[config.mk]
export PLATFORM = sky130hd
export DESIGN_NAME = drfm_sdram_master_flat
export DESIGN_NICKNAME = d
export VERILOG_FILES = /design/src/rtl/drfm_sdram_master_if.sv /design/src/rtl/drfm_sdram_master.sv /design/src/flat_wrapper.sv
export SDC_FILE = /design/constraint.sdc
export NUM_CORES = 1
export LEC_CHECK = 0
export ABC_AREA = 0
export BUFFER_PORTS_ARGS = -buffer_cell sky130_fd_sc_hd__buf_2
export CAP_MARGIN = 20
export CORE_MARGIN = 5
export CORE_UTILIZATION = 60
export CTS_CLUSTER_SIZE = 40
export DETAILED_ROUTE_END_ITERATION = 7
export PLACE_DENSITY = 0.84
export SYNTH_ARGS = -nofsm -noshare
export SYNTH_HDL_FRONTEND = slang
export SYNTH_SLANG_ARGS = --single-unit
export TNS_END_PERCENT = 5
[constraint.sdc]
create_clock -name clk_clk -period 4.9 [get_ports clk_clk]
set_clock_uncertainty 0.05 [all_clocks]
set_input_delay 0.98 -clock clk_clk [delete_from_list [all_inputs] [get_ports clk_clk]]
set_output_delay 0.98 -clock clk_clk [all_outputs]
set_load 0.03 [all_outputs]
[src/rtl/drfm_sdram_master_if.sv]
// Avalon-MM bundle between the DRFM sample master
// and the bridge slave port of the SDRAM controller.
interface drfm_sdram_master_if #(
  parameter int ADDR_W = 25,
  parameter int DATA_W = 16
);
  logic [ADDR_W-1:0] interface_address;
  logic [1:0]        interface_byteenable_n;
  logic              interface_chipselect;
  logic [DATA_W-1:0] interface_writedata;
  logic              interface_read_n;
  logic              interface_write_n;
  logic [DATA_W-1:0] interface_readdata;
  logic              interface_readdatavalid;
  logic              interface_waitrequest;

  modport master (
    output interface_address,
    output interface_byteenable_n,
    output interface_chipselect,
    output interface_writedata,
    output interface_read_n,
    output interface_write_n,
    input  interface_readdata,
    input  interface_readdatavalid,
    input  interface_waitrequest
  );

  modport slave (
    input  interface_address,
    input  interface_byteenable_n,
    input  interface_chipselect,
    input  interface_writedata,
    input  interface_read_n,
    input  interface_write_n,
    output interface_readdata,
    output interface_readdatavalid,
    output interface_waitrequest
  );
endinterface

[src/rtl/drfm_sdram_master.sv]
// DRFM record/playback Avalon-MM initiator: streams ADC samples
// to SDRAM and plays them back through a credit-limited FIFO.
module drfm_sdram_master #(
  parameter int ADDR_W     = 25,
  parameter int DATA_W     = 16,
  parameter int FIFO_DEPTH = 8
) (
  input  logic              clk_clk,
  input  logic              reset_reset_n,
  input  logic              start_record,
  input  logic              start_playback,
  input  logic              abort,
  input  logic [ADDR_W-1:0] base_addr,
  input  logic [ADDR_W-1:0] length,
  input  logic [DATA_W-1:0] rec_data,
  input  logic              rec_valid,
  output logic [DATA_W-1:0] play_data,
  output logic              play_valid,
  input  logic              play_ready,
  output logic              busy,
  output logic              done,
  output logic              rec_overflow,
  drfm_sdram_master_if.master avm
);
  localparam int PW = $clog2(FIFO_DEPTH);
  localparam int CW = PW + 1;
  localparam logic [CW-1:0] DEPTH = CW'(FIFO_DEPTH);
  localparam logic [CW-1:0] C1 = CW'(1);
  localparam logic [PW-1:0] P1 = PW'(1);
  localparam logic [ADDR_W-1:0] A1 = ADDR_W'(1);

  typedef enum logic [2:0] {
    IDLE, REC, PLAY, DRAIN, FLUSH
  } state_t;

  state_t state, state_nx;

  logic [ADDR_W-1:0] cur_addr;
  logic [ADDR_W-1:0] remaining;
  logic [CW-1:0]     pending;
  logic              held;
  logic              stopping;
  logic              discard;

  logic [DATA_W-1:0] rec_mem [FIFO_DEPTH];
  logic [PW-1:0]     rec_wp, rec_rp;
  logic [CW-1:0]     rec_cnt;
  logic [DATA_W-1:0] play_mem [FIFO_DEPTH];
  logic [PW-1:0]     play_wp, play_rp;
  logic [CW-1:0]     play_cnt;

  logic wreq, rdv;
  logic start, stop, can_issue, cs, accept;
  logic is_rd, is_wr, rec_ok;
  logic rec_push, rec_drop, rec_pop;
  logic play_push, play_pop, play_flush;
  logic pend_inc, pend_dec;

  assign wreq  = avm.interface_waitrequest;
  assign rdv   = avm.interface_readdatavalid;
  assign is_wr = state == REC;
  assign is_rd = state == PLAY;
  assign start = state == IDLE
              && (start_record || start_playback);
  assign stop  = stopping
              || (abort && (is_wr || is_rd));

  always_comb begin
    can_issue = 1'b0;
    unique case (state)
      REC: can_issue = rec_cnt != '0
                    && remaining != '0;
      PLAY: can_issue = remaining != '0
                     && ({1'b0, pending} + {1'b0, play_cnt})
                        < {1'b0, DEPTH};
      default: can_issue = 1'b0;
    endcase
  end

  // A command stalled by waitrequest stays up even through abort.
  assign cs     = held || (can_issue && !stop);
  assign accept = cs && !wreq;

  assign avm.interface_chipselect   = cs;
  assign avm.interface_write_n      = !(cs && is_wr);
  assign avm.interface_read_n       = !(cs && is_rd);
  assign avm.interface_byteenable_n = cs ? 2'b00 : 2'b11;
  assign avm.interface_address      = cs ? cur_addr : '0;
  assign avm.interface_writedata    =
    (cs && is_wr) ? rec_mem[rec_rp] : '0;

  assign rec_ok   = is_wr && rec_valid
                 && remaining != '0 && !stop;
  assign rec_push = rec_ok && rec_cnt != DEPTH;
  assign rec_drop = rec_ok && rec_cnt == DEPTH;
  assign rec_pop  = accept && is_wr;

  assign play_flush = state == FLUSH
                   || (is_rd && abort);
  assign play_push  = rdv && !discard && !play_flush
                   && (is_rd || state == DRAIN);
  assign play_valid = play_cnt != '0;
  assign play_pop   = play_valid && play_ready;
  assign play_data  = play_mem[play_rp];

  assign pend_inc = accept && is_rd;
  assign pend_dec = rdv && pending != '0;

  assign busy = state != IDLE;

  always_comb begin
    state_nx = state;
    unique case (state)
      IDLE:
        if (start)
          state_nx = (length == '0) ? FLUSH
                   : start_record ? REC : PLAY;
      REC:
        if (remaining == '0
            || (stop && !(cs && wreq)))
          state_nx = FLUSH;
      PLAY:
        if (remaining == '0
            || (stop && !(cs && wreq)))
          state_nx = DRAIN;
      DRAIN:
        if (pending == '0 && play_cnt == '0)
          state_nx = FLUSH;
      FLUSH: state_nx = IDLE;
      default: state_nx = IDLE;
    endcase
  end

  always_ff @(posedge clk_clk or negedge reset_reset_n) begin
    if (!reset_reset_n) begin
      state        <= IDLE;
      held         <= 1'b0;
      done         <= 1'b0;
      cur_addr     <= '0;
      remaining    <= '0;
      pending      <= '0;
      stopping     <= 1'b0;
      discard      <= 1'b0;
      rec_overflow <= 1'b0;
    end else begin
      state <= state_nx;
      held  <= cs && wreq;
      done  <= state == FLUSH;
      if (start) begin
        cur_addr     <= base_addr;
        remaining    <= length;
        stopping     <= 1'b0;
        discard      <= 1'b0;
        rec_overflow <= 1'b0;
      end else begin
        if (accept) begin
          cur_addr  <= cur_addr + A1;
          remaining <= remaining - A1;
        end
        if (stop) stopping <= 1'b1;
        if (is_rd && abort) discard <= 1'b1;
        if (rec_drop) rec_overflow <= 1'b1;
      end
      if (pend_inc && !pend_dec)
        pending <= pending + C1;
      else if (!pend_inc && pend_dec)
        pending <= pending - C1;
    end
  end

  always_ff @(posedge clk_clk or negedge reset_reset_n) begin
    if (!reset_reset_n) begin
      rec_wp  <= '0;
      rec_rp  <= '0;
      rec_cnt <= '0;
      for (int i = 0; i < FIFO_DEPTH; i++)
        rec_mem[i] <= '0;
    end else if (state == FLUSH) begin
      rec_wp  <= '0;
      rec_rp  <= '0;
      rec_cnt <= '0;
    end else begin
      if (rec_push) begin
        rec_mem[rec_wp] <= rec_data;
        rec_wp <= rec_wp + P1;
      end
      if (rec_pop) rec_rp <= rec_rp + P1;
      rec_cnt <= rec_cnt + CW'(rec_push)
                         - CW'(rec_pop);
    end
  end

  always_ff @(posedge clk_clk or negedge reset_reset_n) begin
    if (!reset_reset_n) begin
      play_wp  <= '0;
      play_rp  <= '0;
      play_cnt <= '0;
      for (int i = 0; i < FIFO_DEPTH; i++)
        play_mem[i] <= '0;
    end else if (play_flush) begin
      play_wp  <= '0;
      play_rp  <= '0;
      play_cnt <= '0;
    end else begin
      if (play_push) begin
        play_mem[play_wp] <= avm.interface_readdata;
        play_wp <= play_wp + P1;
      end
      if (play_pop) play_rp <= play_rp + P1;
      play_cnt <= play_cnt + CW'(play_push)
                           - CW'(play_pop);
    end
  end
endmodule

[src/flat_wrapper.sv]
// flat-port wrapper written by rule: the top's interface ports become plain ports
module drfm_sdram_master_flat 
#(
  parameter int ADDR_W     = 25,
  parameter int DATA_W     = 16,
  parameter int FIFO_DEPTH = 8
)
  (clk_clk, reset_reset_n, start_record, start_playback, abort, base_addr, length, rec_data, rec_valid, play_data, play_valid, play_ready, busy, done, rec_overflow, avm_interface_address, avm_interface_byteenable_n, avm_interface_chipselect, avm_interface_writedata, avm_interface_read_n, avm_interface_write_n, avm_interface_readdata, avm_interface_readdatavalid, avm_interface_waitrequest);
  drfm_sdram_master_if #(.ADDR_W(ADDR_W), .DATA_W(DATA_W)) avm_i ();
  input  logic clk_clk;
  input  logic reset_reset_n;
  input  logic start_record;
  input  logic start_playback;
  input  logic abort;
  input  logic [ADDR_W-1:0] base_addr;
  input  logic [ADDR_W-1:0] length;
  input  logic [DATA_W-1:0] rec_data;
  input  logic rec_valid;
  output logic [DATA_W-1:0] play_data;
  output logic play_valid;
  input  logic play_ready;
  output logic busy;
  output logic done;
  output logic rec_overflow;
  output wire logic [$bits(avm_i.interface_address)-1:0] avm_interface_address;
  output wire logic [$bits(avm_i.interface_byteenable_n)-1:0] avm_interface_byteenable_n;
  output wire logic [$bits(avm_i.interface_chipselect)-1:0] avm_interface_chipselect;
  output wire logic [$bits(avm_i.interface_writedata)-1:0] avm_interface_writedata;
  output wire logic [$bits(avm_i.interface_read_n)-1:0] avm_interface_read_n;
  output wire logic [$bits(avm_i.interface_write_n)-1:0] avm_interface_write_n;
  input wire logic [$bits(avm_i.interface_readdata)-1:0] avm_interface_readdata;
  input wire logic [$bits(avm_i.interface_readdatavalid)-1:0] avm_interface_readdatavalid;
  input wire logic [$bits(avm_i.interface_waitrequest)-1:0] avm_interface_waitrequest;
  assign avm_interface_address = avm_i.interface_address;
  assign avm_interface_byteenable_n = avm_i.interface_byteenable_n;
  assign avm_interface_chipselect = avm_i.interface_chipselect;
  assign avm_interface_writedata = avm_i.interface_writedata;
  assign avm_interface_read_n = avm_i.interface_read_n;
  assign avm_interface_write_n = avm_i.interface_write_n;
  assign avm_i.interface_readdata = avm_interface_readdata;
  assign avm_i.interface_readdatavalid = avm_interface_readdatavalid;
  assign avm_i.interface_waitrequest = avm_interface_waitrequest;
  drfm_sdram_master #(.ADDR_W(ADDR_W), .DATA_W(DATA_W), .FIFO_DEPTH(FIFO_DEPTH)) u_core (.clk_clk(clk_clk), .reset_reset_n(reset_reset_n), .start_record(start_record), .start_playback(start_playback), .abort(abort), .base_addr(base_addr), .length(length), .rec_data(rec_data), .rec_valid(rec_valid), .play_data(play_data), .play_valid(play_valid), .play_ready(play_ready), .busy(busy), .done(done), .rec_overflow(rec_overflow), .avm(avm_i));
endmodule
[After elaboration in Yosys (flattened, before gate mapping)]
Cells that the tools add are included.
Operators by class
  $add $sub $neg: 13
  magnitude comparators: 7
  equality and inequality tests: 10
  mux-type cells: 45
  bitwise operators: 6
  reductions and logical operators: 66
Operators by type and width (number)
  128-bit bitwise mux: 2
  25-bit 2-to-1 mux: 5
  16-bit 2-to-1 mux: 7
  16-bit binary-select mux with 3-bit select: 2
  16-bit demux with 3-bit select: 2
  25-bit logical NOT: 2
  3-bit 2-to-1 mux: 13
  1-bit logical AND: 28
  25-bit by 1-bit adder with 25-bit output (second input constant): 1
  25-bit nonzero test: 1
  25-bit by 1-bit subtractor with 25-bit output (second input constant): 1
  2-bit nonzero test: 9
  4-bit greater-or-equal comparator (second input constant): 4
  4-bit 2-to-1 mux: 4
  3-bit inverter with 4-bit output: 4
  3-bit by 1-bit adder with 3-bit output (second input constant): 4
  3-bit case mux with 4 select lines: 1
  4-bit nonzero test: 3
  1-bit logical NOT: 9
  4-bit by 1-bit adder with 4-bit output: 2
  4-bit logical NOT: 2
  4-bit by 1-bit less-than comparator with 1-bit output (second input constant): 2
  4-bit by 1-bit subtractor with 4-bit output: 2
  1-bit logical OR: 7
  other kinds (19): 30
Storage, ports and cells
  register bits after elaboration: 338
  input port bits: 91
  output and inout bits: 66
  word-level logic and storage cells: 178

[Depth between registers and ports, before layout]
  depth in word-level cells: 13
  depth in mapped cells: 16
  gate-level depth less buffers: 15

[Worst setup path before layout]
Ideal clock, no wire load.
  path type: register -> register
  start point: register u_core.remaining[17]
  end point: register u_core.pending[3]
  library setup time: 0.125 ns
  arrival time: 3.656 ns
  data required time: 4.725 ns
  setup slack: 1.069 ns
  cell stages (with the launch flop): 16
  buffers on the path: 1
  clock period less this slack: 3.831 ns
  cells stage by stage: dfrtp_1 -> or4_4 -> or4_4 -> or4_4 -> a31o_4 -> clkinv_2 -> buf_6 -> nor3_1 -> ha_1 -> inv_1 -> ha_1 -> a21o_1 -> a21oi_1 -> xnor2_1 -> nor2_1 -> xor2_1
On the way
  word-level cells in the longest chain between the ends: 10
  elaborated cells between the ends (all ways): 13
  classes of those cells: mux: 2; reduce/logical: 11
RTL lines
  start, declared: RTL line drfm_sdram_master.sv:39  | logic [ADDR_W-1:0] remaining;
  start signal, assigned: RTL line drfm_sdram_master.sv:151  | remaining <= length;
  start signal, assigned: RTL line drfm_sdram_master.sv:158  | remaining <= remaining - A1;
  25-bit nonzero test *: RTL line drfm_sdram_master.sv:72, drfm_sdram_master.sv:73
  1-bit logical AND, on equally long branches: RTL line drfm_sdram_master.sv:74, drfm_sdram_master.sv:72
  1-bit case mux with 2 select lines *: RTL line drfm_sdram_master.sv:70  | unique case (state)
  1-bit logical AND *: RTL line drfm_sdram_master.sv:81  | assign cs = held || (can_issue && !stop);
  1-bit logical OR *: RTL line drfm_sdram_master.sv:81
  1-bit logical AND *: RTL line drfm_sdram_master.sv:82  | assign accept = cs && !wreq;
  1-bit logical AND *: RTL line drfm_sdram_master.sv:106  | assign pend_inc = accept && is_rd;
  1-bit logical NOT: RTL line drfm_sdram_master.sv:166  | else if (!pend_inc && pend_dec)
  1-bit logical AND: RTL line drfm_sdram_master.sv:166
  2-bit nonzero test (no line)
  end signal, assigned: RTL line drfm_sdram_master.sv:165  | pending <= pending + C1;
  end signal, assigned: RTL line drfm_sdram_master.sv:167  | pending <= pending - C1;
  end, declared: RTL line drfm_sdram_master.sv:40  | logic [CW-1:0] pending;
Mark *: on every way between the ends. The rest lies on a longest branch, timed or not.
A chain may end at the register's enable or synchronous reset.

[Final worst setup path]
  start point: register u_core.remaining[12]
  end point: output port avm_interface_byteenable_n[0]
On the way
  word-level cells in the longest chain between the ends: 6
  elaborated cells between the ends (all ways): 7
  classes of those cells: mux: 2; reduce/logical: 5
RTL lines
  25-bit nonzero test *: RTL line drfm_sdram_master.sv:72, drfm_sdram_master.sv:73
  1-bit logical AND, on equally long branches: RTL line drfm_sdram_master.sv:74, drfm_sdram_master.sv:72
  1-bit case mux with 2 select lines *: RTL line drfm_sdram_master.sv:70
  1-bit logical AND *: RTL line drfm_sdram_master.sv:81
  1-bit logical OR *: RTL line drfm_sdram_master.sv:81
  2-bit 2-to-1 mux *: RTL line drfm_sdram_master.sv:87  | assign avm.interface_byteenable_n = cs ? 2'b00 : 2'b11;
  end, declared: RTL line flat_wrapper.sv:26  | output wire logic [$bits(avm_i.interface_byteenable_n)-1:0] avm_interface_byteenable_n;
Marks and branches as above.

==> flow_summary.json <==
{
  "cts_inserted_buffers": 37,
  "yosys.area.top_type_share_pct": 51.4,
  "seq_power_share_pct": 38.3,
  "cts.htree.levels": 2,
  "hpwl_mm": 23.4,
  "top_layer_used": "met5",
  "drv_cap": 0,
  "multi_input_area_mm2": 0.00764,
  "syn2layout_area_growth_pct": 14.4,
  "nFillCells": 1817,
  "core_area_mm2": 0.0270,
  "p_clk_share_pct": 24.3,
  "slew_violations": 0,
  "dieArea_mm2": 0.0309,
  "synth_common_cells": "dfrtp_1, mux2_2, nor2_1",
  "root_buffer": "clkbuf_16",
  "fmax_mhz": 222,
  "synth-main-ff-cell": "dfrtp_1",
  "placedCellCount": 1696,
  "setup_violations": 0,
  "ant_nets": 0,
  "cts_setup_buffers": 0,
  "drt_iter0_drc": 725,
  "ioPinCount": 157,
  "vdd_ir_drop_max_v": 0.000320,
  "antenna_found_initial": 2,
  "start_kind": "register",
  "crit_path_end_kind": "primary output",
  "min_period_ps": 4510,
  "cts_resized": 0,
  "cts_tree": "done",
  "synth_area_leaders": "dfrtp_1, mux2_2, mux4_2",
  "p_leak_nw": 8.83,
  "cp_max_fo": 41,
  "die_height_um": 176,
  "firstDrtPassIters": 5,
  "ff_latch_area_mm2": 0.00846,
  "sw_frac_of_total_pct": 36.3,
  "synthDistinctLibCells": 59,
  "start_util_pct": 60.9,
  "gp_congestion": 0.875,
  "yosysSeqAreaShare_pct": 51.4,
  "wl_met1_mm": 15.5,
  "synth_cells": 1241,
  "synth_edf_count": 0,
  "synth-seq-cells": 338,
  "wl_mm": 36.7,
  "timing.hold.ws_ps": 445,
  "numPortBuffers": 156,
  "grt_max_degree": 116,
  "worstPathArrival_ps": 3480,
  "p_comb_share_pct": 37.4,
  "syn-num-nets": 1358,
  "cts_sinks": 338,
  "ctsLongestPathBuffers": 3,
  "fin_cells": 1762,
  "status": "complete, no violations",
  "synthArstFlopShare_pct": 100,
  "avgRoutedWirePerCell_um": 20.8,
  "intPower_mw": 7.16,
  "slew_headroom_pct": 26.1,
  "synth_area_per_cell_um2": 13.3,
  "vias": 10700,
  "synth_area_mm2": 0.0165,
  "yosysWarnings": 0,
  "grt_usage_pct": 24.3,
  "hold_violations": 0,
  "rsz0062_at_grt": "no",
  "p_sw_mw": 4.08,
  "rrSetupSlack_ps": 870,
  "yosysTopAreaCell": "dfrtp_1",
  "dp_slack_ps": 844,
  "power_density_mw_per_mm2": 596,
  "setup_slack_ps": 387,
  "grt_pass1_vias": 11400,
  "grt_remaining_overflow": 0,
  "drive_above_1_share_pct": 42.0,
  "route.met2.wl_mm": 18.3,
  "holdBufCountCts": 0,
  "drc_errors": 0,
  "fp.dieW_um": 176,
  "wl_met3_mm": 1.84,
  "drt-vias-per-instance": 6.05,
  "crit_type": "register to primary output",
  "fin_util_pct": 69.7,
  "required_ps": 3870,
  "tns_ps": 0,
  "nNetsFinal": 1512,
  "yosysMostFrequentCell": "dfrtp_1",
  "hold_class": "register to register",
  "grt_pass1_wl_mm": 60.5,
  "clkTransAtPathRegs_ps": 60,
  "finalCritPeriodShare_pct": 92.1,
  "tightest_slew_ps": 1110,
  "clk_latency_ps": 520,
  "std_cell_rows": 60
}
routing by layer:
| layer | track usage (%) | vias up |
|---|---|---|
| met3 | 3.77 | 79 |
| met5 | 0 | - |
| met1 | 32.9 | 5436 |
| met2 | 40.5 | 308 |
| met4 | 8.19 | 2 |
| li1 | - | 4832 |
cells in the final DEF, fill, tap and decap left out, types with 31 or more instances in the layout:
cell,synthesis,routed
and2_1,32,32
dfrtp_1,338,335
clkbuf_16,0,39
nor2_1,80,79
a21oi_1,35,35
xnor2_1,31,31
mux4_2,64,64
mux2_2,273,273
nand2_1,54,54
buf_2,13,155
sequential cells by signal, indices dropped and copies added, names as in the netlist, 3 cells and up:
name,cells
u_core.rec_mem,128
u_core.play_cnt,4
u_core.play_rp,3
u_core.remaining,25
u_core.rec_cnt,4
u_core.rec_wp,3
u_core.cur_addr,25
u_core.state,3
u_core.rec_rp,3
u_core.play_mem,128
u_core.pending,4
u_core.play_wp,3
critical path, cell delays in order (launching register included):
cell and delay (ps):
dfrtp_1 400, nor4_1 520, nand4b_1 410, or4_4 640
a31o_4 390, clkinv_2 90, buf_4 270, buf_2 250
power by group through the flow:
stage                     sequential [mW]  clock (mW)  combinational [mW]
final                                4.31        2.73                4.20
after global routing                 4.42        2.89                4.61
after CTS                            4.32        2.77                4.22
after detailed placement             4.35           0                4.18
after global placement               4.29           0                4.06
after floorplan                      4.01           0                3.44
metrics by stage:
step | power [mW] | cell area [um2]
2_1_floorplan | 7.45 | 16500
3_3_place_gp | 8.35 | 17600
3_5_place_dp | 8.53 | 17600
4_1_cts | 11.3 | 18800
5_1_grt | 11.9 | 18800
6_report | 11.2 | 18800
layout make-up:
cell class	instances	share of cell area, %
tap	341	2.26
multi-input combinational	815	40.5
antenna	1	0.0133
inverter	22	0.445
timing repair buffer	181	5.43
clock inverter	6	0.325
clock buffer	58	6.09
sequential	338	44.9
cell families (layout without fill, tap and decap cells):
logic type / count (synthesis) / after routing / synth area share, %
adders and majority gates: 26 / 26 / 2.11
AOI/OAI and AO/OA: 89 / 89 / 3.28
other: 0 / 1 / 0
DFF: 338 / 338 / 51.4
muxes: 355 / 355 / 28.5
and+or+nand+nor: 286 / 286 / 9.15
buffers and inverters: 88 / 267 / 2.45
xor gates and xnor gates: 59 / 59 / 3.14
path summary, 6_finish.rpt:
check | startpoint | end | cells past startpoint
min in group asynchronous | reset_reset_n | u_core.cur_addr[11] | 1
worst max register to register | u_core.remaining[12] | u_core.rec_cnt[2] | 12
worst min-delay path | u_core.discard | u_core.discard | 2
worst min register to register | u_core.discard | u_core.discard | 2
worst max-delay path | u_core.remaining[12] | avm_interface_byteenable_n[0] | 7
max in group asynchronous | reset_reset_n | u_core.rec_mem[111] | 2
Power figures use the tool's default switching activity.
